File: src/rtl/signed_div.sv
// signed_div: sequential W-bit signed integer divider (restoring algorithm).
// Divides signed N by signed D on operand magnitudes, one quotient bit per
// Shift/Trial pair, then applies sign correction in Fix.
// Quotient truncates toward zero; remainder takes the sign of N (Q*D+R = N).
//
// Ports:
//   i_Clock    rising-edge clock
//   i_Reset    synchronous, active-high; returns to Init and clears registers
//   i_Start    begin a division (sampled only in Init)
//   i_N, i_D   signed dividend / divisor (W bits), sampled in Load
//   o_Q, o_R   signed quotient / remainder, valid while o_Done is high
//   o_Done     one-cycle completion pulse
//   o_Busy     high in every state except Init
//   o_DivZero  divisor was zero (valid with o_Done)
//   o_Ovf      N = -2^(W-1) and D = -1 (valid with o_Done)
//
// Optional build macro SIGNED_DIV_HOLD_EN: when defined, Q/R/DivZero/Ovf are
// held after Done through Init until the next Load, instead of reading 0.
module signed_div #(
    parameter int unsigned W = 16
) (
    input  logic         i_Clock,
    input  logic         i_Reset,
    input  logic         i_Start,
    input  logic [W-1:0] i_N,
    input  logic [W-1:0] i_D,
    output logic [W-1:0] o_Q,
    output logic [W-1:0] o_R,
    output logic         o_Done,
    output logic         o_Busy,
    output logic         o_DivZero,
    output logic         o_Ovf
);

    localparam int unsigned CW = $clog2(W) + 1;

    typedef enum logic [2:0] {
        S_INIT  = 3'd0,
        S_LOAD  = 3'd1,
        S_SHIFT = 3'd2,
        S_TRIAL = 3'd3,
        S_FIX   = 3'd4,
        S_DONE  = 3'd5
    } state_t;

    state_t         r_state;
    logic [CW-1:0]  r_ctr;
    logic [W:0]     r_a;          // partial remainder, one bit wider than Dmag
    logic [W-1:0]   r_qreg;       // dividend magnitude shifting out, quotient in
    logic [W-1:0]   r_dmag;
    logic           r_sn;
    logic           r_sd;
    logic           r_ovf_cand;   // captured N==-2^(W-1) && D==-1
    logic [W-1:0]   r_q;
    logic [W-1:0]   r_r;
    logic           r_done;
    logic           r_busy;
    logic           r_divzero;
    logic           r_ovf;

    logic [W-1:0]   w_nmag;
    logic [W-1:0]   w_dmag;
    logic           w_ovf_cand;
    logic [2*W:0]   w_shift;
    logic [W+1:0]   w_trial;
    logic [W-1:0]   w_qneg;
    logic [W-1:0]   w_rneg;

    // Magnitudes: negating -2^(W-1) yields 2^(W-1), which is correct unsigned.
    assign w_nmag     = i_N[W-1] ? W'(-i_N) : i_N;
    assign w_dmag     = i_D[W-1] ? W'(-i_D) : i_D;
    assign w_ovf_cand = (i_N == {1'b1, {(W-1){1'b0}}}) && (i_D == {W{1'b1}});

    assign w_shift = {r_a, r_qreg} << 1;
    // Extra top bit makes the trial subtraction's sign unambiguous.
    assign w_trial = {1'b0, r_a} - {2'b00, r_dmag};
    assign w_qneg  = W'(-r_qreg);
    assign w_rneg  = W'(-r_a[W-1:0]);

    // Controller and datapath
    always_ff @(posedge i_Clock) begin
        if (i_Reset) begin
            r_state    <= S_INIT;
            r_ctr      <= CW'(W);
            r_a        <= '0;
            r_qreg     <= '0;
            r_dmag     <= '0;
            r_sn       <= 1'b0;
            r_sd       <= 1'b0;
            r_ovf_cand <= 1'b0;
            r_q        <= '0;
            r_r        <= '0;
            r_done     <= 1'b0;
            r_busy     <= 1'b0;
            r_divzero  <= 1'b0;
            r_ovf      <= 1'b0;
        end else begin
            case (r_state)
                S_INIT: begin
                    if (i_Start) begin
                        r_state   <= S_LOAD;
                        r_busy    <= 1'b1;
                        // Held results are dropped as the next division loads.
                        r_q       <= '0;
                        r_r       <= '0;
                        r_divzero <= 1'b0;
                        r_ovf     <= 1'b0;
                    end
                end

                S_LOAD: begin
                    r_sn       <= i_N[W-1];
                    r_sd       <= i_D[W-1];
                    r_dmag     <= w_dmag;
                    r_a        <= '0;
                    r_qreg     <= w_nmag;
                    r_ctr      <= CW'(W);
                    r_ovf_cand <= w_ovf_cand;
                    if (i_D == '0) begin
                        // Divide-by-zero short-circuits straight to Done.
                        r_state   <= S_DONE;
                        r_done    <= 1'b1;
                        r_q       <= '1;
                        r_r       <= i_N;
                        r_divzero <= 1'b1;
                        r_ovf     <= 1'b0;
                    end else begin
                        r_state <= S_SHIFT;
                    end
                end

                S_SHIFT: begin
                    r_a     <= w_shift[2*W:W];
                    r_qreg  <= w_shift[W-1:0];
                    r_ctr   <= r_ctr - CW'(1);
                    r_state <= S_TRIAL;
                end

                S_TRIAL: begin
                    if (!w_trial[W+1]) begin
                        r_a       <= w_trial[W:0];
                        r_qreg[0] <= 1'b1;
                    end
                    r_state <= (r_ctr == '0) ? S_FIX : S_SHIFT;
                end

                S_FIX: begin
                    // Overflow case falls out naturally: Q wraps to 0x8..0, R=0.
                    r_q       <= (r_sn ^ r_sd) ? w_qneg : r_qreg;
                    r_r       <= r_sn ? w_rneg : r_a[W-1:0];
                    r_ovf     <= r_ovf_cand;
                    r_divzero <= 1'b0;
                    r_done    <= 1'b1;
                    r_state   <= S_DONE;
                end

                S_DONE: begin
                    r_done  <= 1'b0;
                    r_busy  <= 1'b0;
                    r_state <= S_INIT;
`ifdef SIGNED_DIV_HOLD_EN
`else
                    r_q       <= '0;
                    r_r       <= '0;
                    r_divzero <= 1'b0;
                    r_ovf     <= 1'b0;
`endif
                end

                default: begin
                    r_state <= S_INIT;
                    r_done  <= 1'b0;
                    r_busy  <= 1'b0;
                end
            endcase
        end
    end

    assign o_Q       = r_q;
    assign o_R       = r_r;
    assign o_Done    = r_done;
    assign o_Busy    = r_busy;
    assign o_DivZero = r_divzero;
    assign o_Ovf     = r_ovf;

endmodule

File: config.mk
export PLATFORM = sky130hd
export DESIGN_NAME = signed_div
export DESIGN_NICKNAME = d
export VERILOG_FILES = /design/src/rtl/signed_div.sv
export SDC_FILE = /design/constraint.sdc
export NUM_CORES = 1
export LEC_CHECK = 0
export BUFFER_PORTS_ARGS = -buffer_cell sky130_fd_sc_hd__buf_2
export CAP_MARGIN = 20
export CORE_AREA = 2 2 110 112
export CTS_CLUSTER_DIAMETER = 60
export DETAILED_ROUTE_END_ITERATION = 10
export DIE_AREA = 0 0 112 114
export PLACE_DENSITY = 0.75
export SYNTH_ARGS = -nofsm -noshare
export SYNTH_HDL_FRONTEND = slang
export SYNTH_SLANG_ARGS = --single-unit
File: constraint.sdc
create_clock -name i_Clock -period 2.9 [get_ports i_Clock]
set_input_delay 0.58 -clock i_Clock [delete_from_list [all_inputs] [get_ports i_Clock]]
set_output_delay 0.58 -clock i_Clock [all_outputs]
set_load 0.03 [all_outputs]
-- Word level (Yosys, flattened, before mapping)
Cells that the tools add are included.
- add/subtract/negate cells: 6
- multiply operators: 0
- div/mod/pow operators: 0
- order comparisons: 0
- equal/unequal tests: 10
- shift operators: 0
- mux-type cells: 27
- bitwise operators: 3
- reductions and logical operators: 16
- operators with widths (operator ; count):
    $pmux 16 s4 ; 2
    $mux 16 ; 7
    $neg 16->16 ; 4
    $pmux 17 s3 ; 1
    $eq 16x16->1 const B ; 2
    $pmux 15 s2 ; 1
    $sub 17x16->18 ; 1
    $mux 17 ; 1
    $logic_not 16->1 ; 1
    $pmux 3 s5 ; 1
    $pmux 5 s2 ; 1
    $mux 3 ; 3
    $pmux 1 s3 ; 3
    $eq 3x2->1 const B ; 2
    $eq 3x3->1 const B ; 2
    $ne 2x2->1 const B ; 3
    $reduce_and 2->1 ; 3
    $reduce_and 3->1 ; 2
    $reduce_bool 3->1 ; 2
    $logic_not 5->1 ; 1
    $mux 1 ; 5
    $sub 5x1->5 const B ; 1
    $pmux 1 s4 ; 1
    $reduce_bool 4->1 ; 1
    10 further kinds ; 11
- register bits: 96
- latch bits: 0
- bits in writable memories: 0
- bits in read-only memories: 0
- bits of input ports: 35
- output and inout bits: 36
- logic and storage cells: 77
- memories: 0

-- Depth between registers and ports, before layout
Gate-level depths: netlist of run 1.
- depth in word-level cells: 4
- mapped depth: 11
- gate-level depth less buffers: 11

-- Worst setup path before layout of run 1
OpenSTA, ideal clock, no wires.
- kind: input-to-reg
- start: in i_D[6]
- end: reg r_divzero, in the netlist o_DivZero
- setup time: 128 ps
- arrival time: 2708 ps
- required time: 2772 ps
- slack: 65 ps
- stages on the path: 7
- path buffers: 1
- path through: or4_1 or3_4 or4b_4 a21oi_4 buf_6 mux2i_1 nor2_1
- word-level cells in the longest chain between the ends: 3
- RTL lines (item ; line ; source):
    start, declared ; 26 ; input logic [W-1:0] i_D,
    $logic_not 16->1 ; 119 ; if (i_D == '0) begin
    $ne 2x2->1 (no line) ; - ;
    $reduce_and 3->1 (no line) ; - ;
    end signal, assigned ; 106 ; r_divzero <= 1'b0;
    end signal, assigned ; 125 ; r_divzero <= 1'b1;
    end signal, assigned ; 152 ; r_divzero <= 1'b0;
    end, declared ; 58 ; logic r_divzero;
No other way between the ends.
A chain may end at the register's enable or synchronous reset.

-- Worst setup path in the final report of run 1
- start: reg r_a[1]
- end: reg r_a[10]
- word-level cells in the longest chain between the ends: 3
- elaborated cells between the ends (all ways): 5
- those cells by class: 1 x add/sub; 1 x eq/ne; 2 x mux; 1 x reduce/logical
- RTL lines (item ; line ; source):
    start, declared ; 48 ; logic [W:0] r_a;
    start signal, assigned ; 133 ; r_a <= w_shift[2*W:W];
    start signal, assigned ; 141 ; r_a <= w_trial[W:0];
    $sub 17x16->18 * ; 76 ; assign w_trial = {1'b0, r_a} - {2'b00, r_dmag};
    $mux 17 or $ne 2x2->1 (tied branches) ; - ;
    $pmux 17 s3 or $reduce_and 2->1 (tied branches) ; - ;
Every way passes the cells marked *; elsewhere a longest branch is shown, timed or not. The select of a mux whose other input is x is not followed.

==> results of run 1 <==
[registers in the layout, summed over array words and instances (netlist names), 3 cells and up]
| register | cells |
|---|---|
| r_a | 17 |
| o_R | 16 |
| r_dmag | 16 |
| r_qreg | 16 |
| r_ctr | 5 |
| r_state | 3 |
| o_Q | 16 |
[cells in the final DEF, fill, tap and decap left out, types with 15 or more instances in the layout]
cell type,netlist,layout
a211oi_1,19,17
a211oi_2,27,29
a21oi_1,60,60
a22oi_1,25,25
buf_2,0,69
buf_4,2,30
dfxtp_1,96,96
ha_1,22,22
inv_1,31,31
nand2_1,49,49
nand2b_1,15,15
nor2_1,107,105
o21ai_0,22,22
o31ai_1,15,15
xnor2_1,40,40
xor2_1,27,27
[logic make-up (layout without fill, tap and decap cells)]
group | count (synthesis) | in the layout | share of synthesized area
AO/OA/AOI/OAI | 226 | 226 | 0.276
XOR/XNOR | 67 | 67 | 0.0968
adder cells (fa/ha/maj) | 23 | 23 | 0.0487
AND/OR/NAND/NOR | 238 | 238 | 0.181
flip-flops | 96 | 96 | 0.317
multiplexers | 15 | 15 | 0.0250
buffers and inverters | 78 | 150 | 0.0545
[metrics by stage]
step                      instances  TNS [ps]  cell area [sq um]  hold slack, ps  setup slack [ps]
after detailed placement        946     -4370               6670             459              -186
after global routing            962         0               7000             494              19.6
after floorplan                 743         0               6060             432              64.9
after CTS                       962         0               6980             469              34.8
final                           962         0               7000             470               153
after global placement          946     -2340               6670             449             -86.9
[how the worst max path moves through the flow]
| stage | slack [ps] | endpoint | start | cells after the start |
|---|---|---|---|---|
| 2_1_floorplan | 60 | o_DivZero | i_D[6] | 7 |
| 3_3_place_gp | -90 | o_R[0] | i_D[6] | 9 |
| 3_5_place_dp | -190 | o_Q[4] | i_D[6] | 9 |
| 4_1_cts | 30 | r_a[16] | r_a[0] | 11 |
| 5_1_grt | 20 | r_a[10] | r_dmag[1] | 9 |
| 6_report | 150 | r_a[10] | r_a[1] | 8 |
[routing by layer]
metal,wire (um),share of wire
met1,6900,0.42
met2,8110,0.50
met3,748,0.046
met4,509,0.031
met5,0,0
[layout make-up]
class	instances	area [sq um]
inverters	32	120
flip-flops and latches	96	1920
fillers	1040	4710
repair buffers	102	631
clock inverters	6	76.3
well taps	147	184
multi-input cells	569	3840
clock buffers	10	229
[critical path, cell delays in order (launching register included)]
cell	delay, ps
dfxtp_1	470
ha_1	280
nor2b_1	150
o2111ai_1	420
a21oi_1	200
o21ai_0	370
a31oi_1	250
nand2b_1	370
o2bb2ai_1	110
[power groups by stage]
| stage | combinational [W] | sequential (W) | clock [W] |
|---|---|---|---|
| floorplan | 0.000743 | 0.00160 | 0 |
| global placement | 0.00109 | 0.00152 | 0 |
| detailed placement | 0.00113 | 0.00153 | 0 |
| CTS | 0.00114 | 0.00150 | 0.00127 |
| global route | 0.00126 | 0.00151 | 0.00131 |
| finish | 0.00115 | 0.00150 | 0.00125 |
==> impl_results.md, run 1 <==
* Status: finished clean
* Layout Nets at 868
* Antenna diode instance count at 0
* Via density at 5.98
* Final worst-path cycle share at 0.947
* CP max FO at 10
* Psw at approximately 0.0014 W
* Post-synth EDFFs at 0
* Gr busiest metal: met2
* Fin util at 0.598
* Hpwl dp at roughly 12 mm
* WP data arrival at 2970 ps
* Classification of the worst setup path: reg -> reg
* Synth area leader: dfxtp_1
* 1st-pass router iterations at 5
* Sw Ratio at 0.347
* Inserted Clock Buffers at 9
* M2 GR Usage at 0.443
* CTS root buffer: clkbuf_16
* Worst r2r dst: r_a[10]
* Layout area overhead at 15.5%
* Power share of the combinational group at 0.295
* Final Skew at 8.97 ps
* Layout cells sized above 1 at 0.193
* Highest clock rate at between 300 and 400 MHz
* Initial core utilization at 0.518
* Initial antenna violation count at 0
* Slew Viols, Final at 0
* Site Rows at 40
* Met1 usage in global routing at 0.315
* Die height at around 110 um
* Post-synth top area share at 0.317
* Residual DRC at 0
* All-Layer GR Usage at 0.255
* Ys async rst share at 0
* Post-Syn Nets at 801
* FF+latch count, synth at 96
* DR WL/cell at about 17 um
* RR Startpoint: r_a[1]
* RSZ-0062 raised after global routing: no
* Max_cap viols at 0
* Final wirelength at 16.3 mm
* Hold Path Sink: r_dmag[0]
* Synth Instances at between 700 and 800
* Synth area leaders: dfxtp_1, nor2_1, xnor2_1
* Critical Path RT at 3130 ps
* Vias after detailed routing at 5750
* Synth top cells by count: nor2_1, dfxtp_1, a21oi_1
* Sequential area share after synthesis at 0.317
* Setup crit end kind: register
* Critical path startpoint category: register
* Port Buf Inserts at 70
* Vias in the first global route at about 5500
* Worst-Skew Late Latency at 360 ps
* Setup violators final at 0
* Std-Cell Core Area at 11700 sq um
* Period minus WS final at between 2000 and 3000 ps
* Tot Pwr at 0.00390 W
* 1st-iter DRT viols at ~420
* Worst Hold Depth at 2
* Slew HR at 0.446
* Largest net degree at the start of global routing at 59
* Cell Area, Synth at 6060 sq um
* CTS Buffer Depth at 2
* Top FF cell, synth: dfxtp_1
* Met3 Use GR at 0.0383
* Internal power at approximately 0.0025 W
* Yosys warns at 0
* Setup Fix Bufs, Post-CTS at 0
* CTS clock-pin slew for the worst setup and hold paths at roughly 70 ps
* Area of the die at 12800 sq um
* First-pass GRT wire length at between 20 and 30 mm
* Post-CTS Resized at 0
* Register share of total power at 0.384
* Worst-margin pin slew at 831 ps
* Pwr Density at 557 nW/um^2
* TritonCTS Sinks at 96
* Final ANT Viol Nets at 0
* R2R depth at 8
* Worst hold path class: reg -> reg
* Total congestion overflow at 0
* Global placer's final weighted congestion at ~0.91
* Io pins at 71
* Distinct cells, synth at 56
* VDD IR max at 0.368 mV
* Clock Power Share at 0.320
* Min-delay src: r_dmag[0]
* Flop-to-flop setup slack at 150 ps
* CTS tree: built
* Top-count cell post-synth: nor2_1
* CTS Hold Bufs at 0
* Depth of the CTS H-tree at 3
* Final Hold Fails at 0
* Avg Cell Area, Syn at approximately 8.2 sq um
* Die width at 112 um
* P_leak at 2.81 nW
No activity file was read; power rests on OpenSTA's default activity.
==> run 2: changes to the inputs <==
--- a/config.mk
+++ b/config.mk
@@ -7,11 +7,12 @@
 export LEC_CHECK = 0
 export BUFFER_PORTS_ARGS = -buffer_cell sky130_fd_sc_hd__buf_2
 export CAP_MARGIN = 20
-export CORE_AREA = 2 2 110 112
+export CORE_AREA = 2 2 108 110
 export CTS_CLUSTER_DIAMETER = 60
 export DETAILED_ROUTE_END_ITERATION = 10
-export DIE_AREA = 0 0 112 114
-export PLACE_DENSITY = 0.75
+export DIE_AREA = 0 0 110 112
+export GPL_TIMING_DRIVEN = 0
+export PLACE_DENSITY = 0.74
 export SYNTH_ARGS = -nofsm -noshare
 export SYNTH_HDL_FRONTEND = slang
 export SYNTH_SLANG_ARGS = --single-unit
==> constraint.sdc (replaced) <==
create_clock -name i_Clock -period 3.1 [get_ports i_Clock]
set_input_delay 0.62 -clock i_Clock [delete_from_list [all_inputs] [get_ports i_Clock]]
set_output_delay 0.62 -clock i_Clock [all_outputs]
set_load 0.03 [all_outputs]
==> impl_results.md, run 2 (same netlist as run 1, synthesis figures left out) <==
* Std-Cell Core Area at 11200 sq um
* Io pins at 71
* Worst-margin pin slew at about 850 ps
* Worst r2r dst: o_DivZero
* First-pass GRT wire length at around 28 mm
* R2R depth at 7
* Hold Path Sink: o_Ovf
* TritonCTS Sinks at 96
* Die height at 112 um
* Final Worst Setup Slack at 114 ps
* Fin util at 0.619
* Layout cells sized above 1 at 0.157
* Setup violators final at 0
* CTS clock-pin slew for the worst setup and hold paths at 70 ps
* Port Buf Inserts at 68
* Slew HR at 0.432
* Final ANT Viol Nets at 0
* Critical Path RT at approximately 3300 ps
* Slowest cell on the critical path: or4_1
* Most frequent cells in the layout: nor2_1, dfxtp_1, buf_2
* CP Cell Sequence: buf_2 > or4_1 > or3_4 > or4b_4 > a21oi_4 > buf_6 > mux2i_1 > nor2_1
* Via density at around 6.0
* Vias after detailed routing at 5851
* Placed cells at 954
* Final Hold Fails at 0
* CTS Buffer Depth at 2
* Worst Hold Depth at 2
* Worst hold path class: reg -> reg
* All-Layer GR Usage at 0.293
* Top layer in use: met4
* Setup crit end kind: register
* RSZ-0062 raised after global routing: yes
* Flop-to-flop setup slack at between 150 and 200 ps
* Critical path startpoint category: input pin
* Largest reg by FF count: r_a
* DR WL/cell at 18.2 um
* Total congestion overflow at 0
* CTS tree: built
* Layout area overhead at 14.2%
* Routed wire length on met3 at 1.14 mm
* Worst-Skew Late Latency at 360 ps
* Most common cell after layout, fill and taps aside: nor2_1
* Classification of the worst setup path: in -> reg
* Min-delay src: r_ovf_cand
* VDD IR max at 0.338 mV
* Layout Nets at 881
* Place WS at -256 ps
* Area of the die at 12300 sq um
* Routed met2 length at 8.27 mm
* Die width at 110 um
* P_leak at 2.72 nW
* Depth of the CTS H-tree at 3
* Period minus WS final at between 2000 and 3000 ps
* Hold_ws at 465 ps
* CTS root buffer: clkbuf_16
* Initial antenna violation count at 0
* Antenna diode instance count at 0
* Highest clock rate at between 300 and 400 MHz
* Pwr Density at 528 nW/um^2
* Largest net degree at the start of global routing at 18
* Final wirelength at 17.7 mm
* Status: finished clean
* Routed met1 length at 7.72 mm
* 1st-pass router iterations at 6
* Hpwl dp at 13.4 mm
* Residual DRC at 0
* Max_cap viols at 0
* WP data arrival at between 3000 and 4000 ps
* Site Rows at 39
* Slew Viols, Final at 0
* 1st-iter DRT viols at 590
* Post-Layout Cell Count at slightly below 1000
* Initial core utilization at 0.542
* Final worst-path cycle share at 0.963
* Inserted Clock Buffers at 9
* CP max stage delay at around 560 ps
* Global placer's final weighted congestion at 0.927
* RR Startpoint: r_state[0]
* Final Skew at just under 10 ps
* Number of flip-flops in the largest register at 17
* CP max FO at 10
* Setup TNS at 0 ps
* Vias in the first global route at 5434
## run 2: area by class of cell
cell class              count  area, sq um
plain buffers              46          214
clock buffers              10          229
clock inverters             6         72.6
fillers                   999         4260
inverters                  32          120
multi-input cells         569         3830
flip-flops and latches     96         1920
well taps                 143          179
repair buffers             69          348
## run 2: worst max path at each step
stage                       from         to  slack [ps]  depth (start not counted)
after floorplan           i_D[6]  o_DivZero         220                          7
after global placement    i_D[6]  o_DivZero        -210                          8
after detailed placement  i_D[6]  o_DivZero        -260                          8
after CTS                 i_D[6]  o_DivZero         110                          8
after global routing      r_a[0]    r_a[16]         -10                         11
final                     i_D[6]  o_DivZero         110                          8
## run 2: what timing repair did
item | in CTS | in global routing
gates resized for setup | 3 | 6
setup endpoints to repair | 10 | 14
pin swaps | 0 | 2
setup buffers | 0 | 1
hold buffers | 0 | 0
## run 2: metrics by stage
stage	power [W]	instance area, sq um
2_1_floorplan	0.00219	6060
3_3_place_gp	0.00245	6580
3_5_place_dp	0.00248	6580
4_1_cts	0.00363	6890
5_1_grt	0.00381	6920
6_report	0.00366	6920
## run 2: power breakdown
group	switching, W	internal, W
sequential	0.0000715	0.00133
clock	0.000534	0.000637
combinational	0.000680	0.000405
total	0.00129	0.00237
## run 2: routing by layer
layer  up-vias  track usage
li1       2827            -
met2       224        0.456
met3        41       0.0404
met5         -            0
met4         0        0.125
met1      2759        0.402
## run 2: critical path, delay by kind of cell
family	cells	cell delay, ps
buf+inv	2	350
compound gates	1	440
simple gates	4	1580
mux	1	210
==> run 3: changes to the inputs <==
==> config.mk (replaced) <==
export PLATFORM = sky130hd
export DESIGN_NAME = signed_div
export DESIGN_NICKNAME = d
export VERILOG_FILES = /design/src/rtl/signed_div.sv
export SDC_FILE = /design/constraint.sdc
export NUM_CORES = 1
export LEC_CHECK = 0
export BUFFER_PORTS_ARGS = -buffer_cell sky130_fd_sc_hd__buf_2
export CAP_MARGIN = 10
export CORE_AREA = 2 2 114 116
export CTS_CLUSTER_DIAMETER = 60
export DETAILED_ROUTE_END_ITERATION = 10
export DIE_AREA = 0 0 116 118
export GPL_TIMING_DRIVEN = 0
export PLACE_DENSITY = 0.68
export REMOVE_ABC_BUFFERS = 1
export SYNTH_ARGS = -nofsm -noshare
export SYNTH_HDL_FRONTEND = slang
export SYNTH_SLANG_ARGS = --single-unit
==> impl_results.md, run 3 (same netlist as run 1, synthesis figures left out) <==
* Status: finished clean
* WP data arrival at 3230 ps
* Layout Nets at ~850
* TritonCTS Sinks at 96
* Worst-margin pin slew at 924 ps
* Std-Cell Core Area at around 12000 sq um
* CTS clock-pin slew for the worst setup and hold paths at 70 ps
* Initial antenna violation count at 0
* Layout cells sized above 1 at 0.180
* Initial core utilization at 0.488
* CTS Buffer Depth at 2
* P_leak at 2.77 nW
* Depth of the CTS H-tree at 3
* Max_cap viols at 0
* Worst r2r dst: r_a[7]
* CTS root buffer: clkbuf_16
* Vias after detailed routing at 5556
* Period minus WS final at 3000 ps
* Final wirelength at 15.5 mm
* Antenna diode instance count at 0
* VDD IR max at about 0.3 mV
* Most common cell after layout, fill and taps aside: nor2_1
* Placed cells at 945
* Io pins at 71
* Die width at about 120 um
* Clock Power Share at 0.358
* Worst Path Buf+Inv at 3
* RSZ-0062 raised after global routing: no
* First-pass GRT wire length at 24.4 mm
* Vias in the first global route at 5066
* Total congestion overflow at 0
* Critical path startpoint category: input pin
* Inserted Clock Buffers at 9
* Site Rows at 41
* Slew HR at 0.378
* Worst hold path class: reg -> reg
* Final Hold Fails at 0
* Slew Viols, Final at 0
* DR WL/cell at between 15 and 20 um
* Routed met2 length at just under 8 mm
* Layout area overhead at 16.4%
* Pwr Density at 546 nW/um^2
* Power share of the combinational group at 0.274
* Port Buf Inserts at 70
* Hpwl dp at 11.1 mm
* Global placer's final weighted congestion at 0.917
* Worst-Skew Late Latency at 360 ps
* Setup violators final at 0
* R2R depth at 9
* CP Cell Sequence: buf_2 > or4_1 > or3_4 > or4b_4 > a21oi_4 > buf_12 > buf_16 > nand2_1 > a21oi_2 > nor3_1
* Slowest cell on the critical path: or4_1
* Internal power at roughly 0.0026 W
* Routed wire length on met3 at 584 um
* Sw Ratio at 0.320
* Crit. path cell count at 10
* Top layer in use: met4
* Crit path capture: o_Q[13]
* Area of the die at between 10000 and 15000 sq um
* 1st-pass router iterations at 5
* Setup crit end kind: register
* Flop-to-flop setup slack at roughly 120 ps
* CTS tree: built
* 1st-iter DRT viols at 391
* Final Skew at 4.90 ps
* Number of flip-flops in the largest register at 17
* CP max stage delay at roughly 560 ps
* CP max FO at 17
* All-Layer GR Usage at 0.221
* Post-Layout Cell Count at 967
* Crit path max-delay family: simple AND/OR/NAND/NOR gates
* Register share of total power at 0.369
* Final ANT Viol Nets at 0
* Fillers at around 1100
* Psw at 0.00123 W
* Routed met1 length at 6.74 mm
* Largest net degree at the start of global routing at 68
* Largest reg by FF count: r_a
* Most frequent cells in the layout: nor2_1, dfxtp_1, buf_2
* Setup crit start: i_D[6]
* Tot Pwr at 0.00385 W
* Critical Path RT at 3330 ps
* Final worst-path cycle share at 0.967
* Residual DRC at 0
* RR Startpoint: r_a[6]
* Highest clock rate at 333 MHz
* Classification of the worst setup path: in -> reg
* Die height at 118 um
* Via density at 5.75
## run 3: tightest hold or removal path, delay by kind of cell, from the launching register on
kind,cells,cell delay (ps)
AO/OA/AOI/OAI,1,50
flip-flops,1,310
AND/OR/NAND/NOR,1,50
## run 3: routing by layer
metal | GRT usage | vias up
li1 | - | 2767
met1 | 0.273 | 2622
met2 | 0.378 | 141
met3 | 0.0366 | 26
met4 | 0.0900 | 0
met5 | 0 | -
## run 3: through the flow
step                TNS (ps)  utilization  area [sq um]  worst slack, ps  hold slack (ps)
global placement     -180230        0.517          6420            -3630              449
finish                     0        0.568          7050              101              461
detailed placement    -16210        0.526          6530             -553              451
CTS                        0        0.557          6920             39.3              462
global route               0        0.568          7050            0.115              488
floorplan             -52670            -          5850            -1360              426
## run 3: how the worst min path moves through the flow
stage / slack, ps / to / cells past startpoint / startpoint
final: 460 / r_ovf_cand / 2 / r_ovf_cand
after CTS: 460 / r_ovf_cand / 2 / r_ovf_cand
after global routing: 490 / r_dmag[3] / 2 / r_dmag[3]
after global placement: 450 / o_Ovf / 2 / r_ovf_cand
after floorplan: 430 / o_Ovf / 2 / r_ovf_cand
after detailed placement: 450 / r_ovf_cand / 2 / r_ovf_cand
## run 3: repair_timing
| action | CTS | global route |
|---|---|---|
| setup endpoints to repair | 62 | 16 |
| setup buffers | 1 | 1 |
| gates resized for setup | 3 | 9 |
| gates cloned | 0 | 2 |
| pin swaps | 1 | 2 |
| hold buffers | 0 | 0 |
## run 3: cell type report
class / count / area (sq um) / share of cell area
clock buffers: 9 / 225 / 0.0319
flip-flops and latches: 96 / 1920 / 0.273
well taps: 172 / 215 / 0.0305
clock inverters: 7 / 144 / 0.0204
inverters: 32 / 124 / 0.0176
multi-input cells: 569 / 3850 / 0.546
repair buffers: 82 / 568 / 0.0805
## run 3: power by group through the flow
stage | Combinational (W) | Clock [W] | Sequential, W
after detailed placement | 0.00100 | 0 | 0.00144
after CTS | 0.00101 | 0.00140 | 0.00142
after global routing | 0.00115 | 0.00143 | 0.00143
final | 0.00105 | 0.00138 | 0.00142
after floorplan | 0.000636 | 0 | 0.00151
after global placement | 0.000958 | 0 | 0.00144
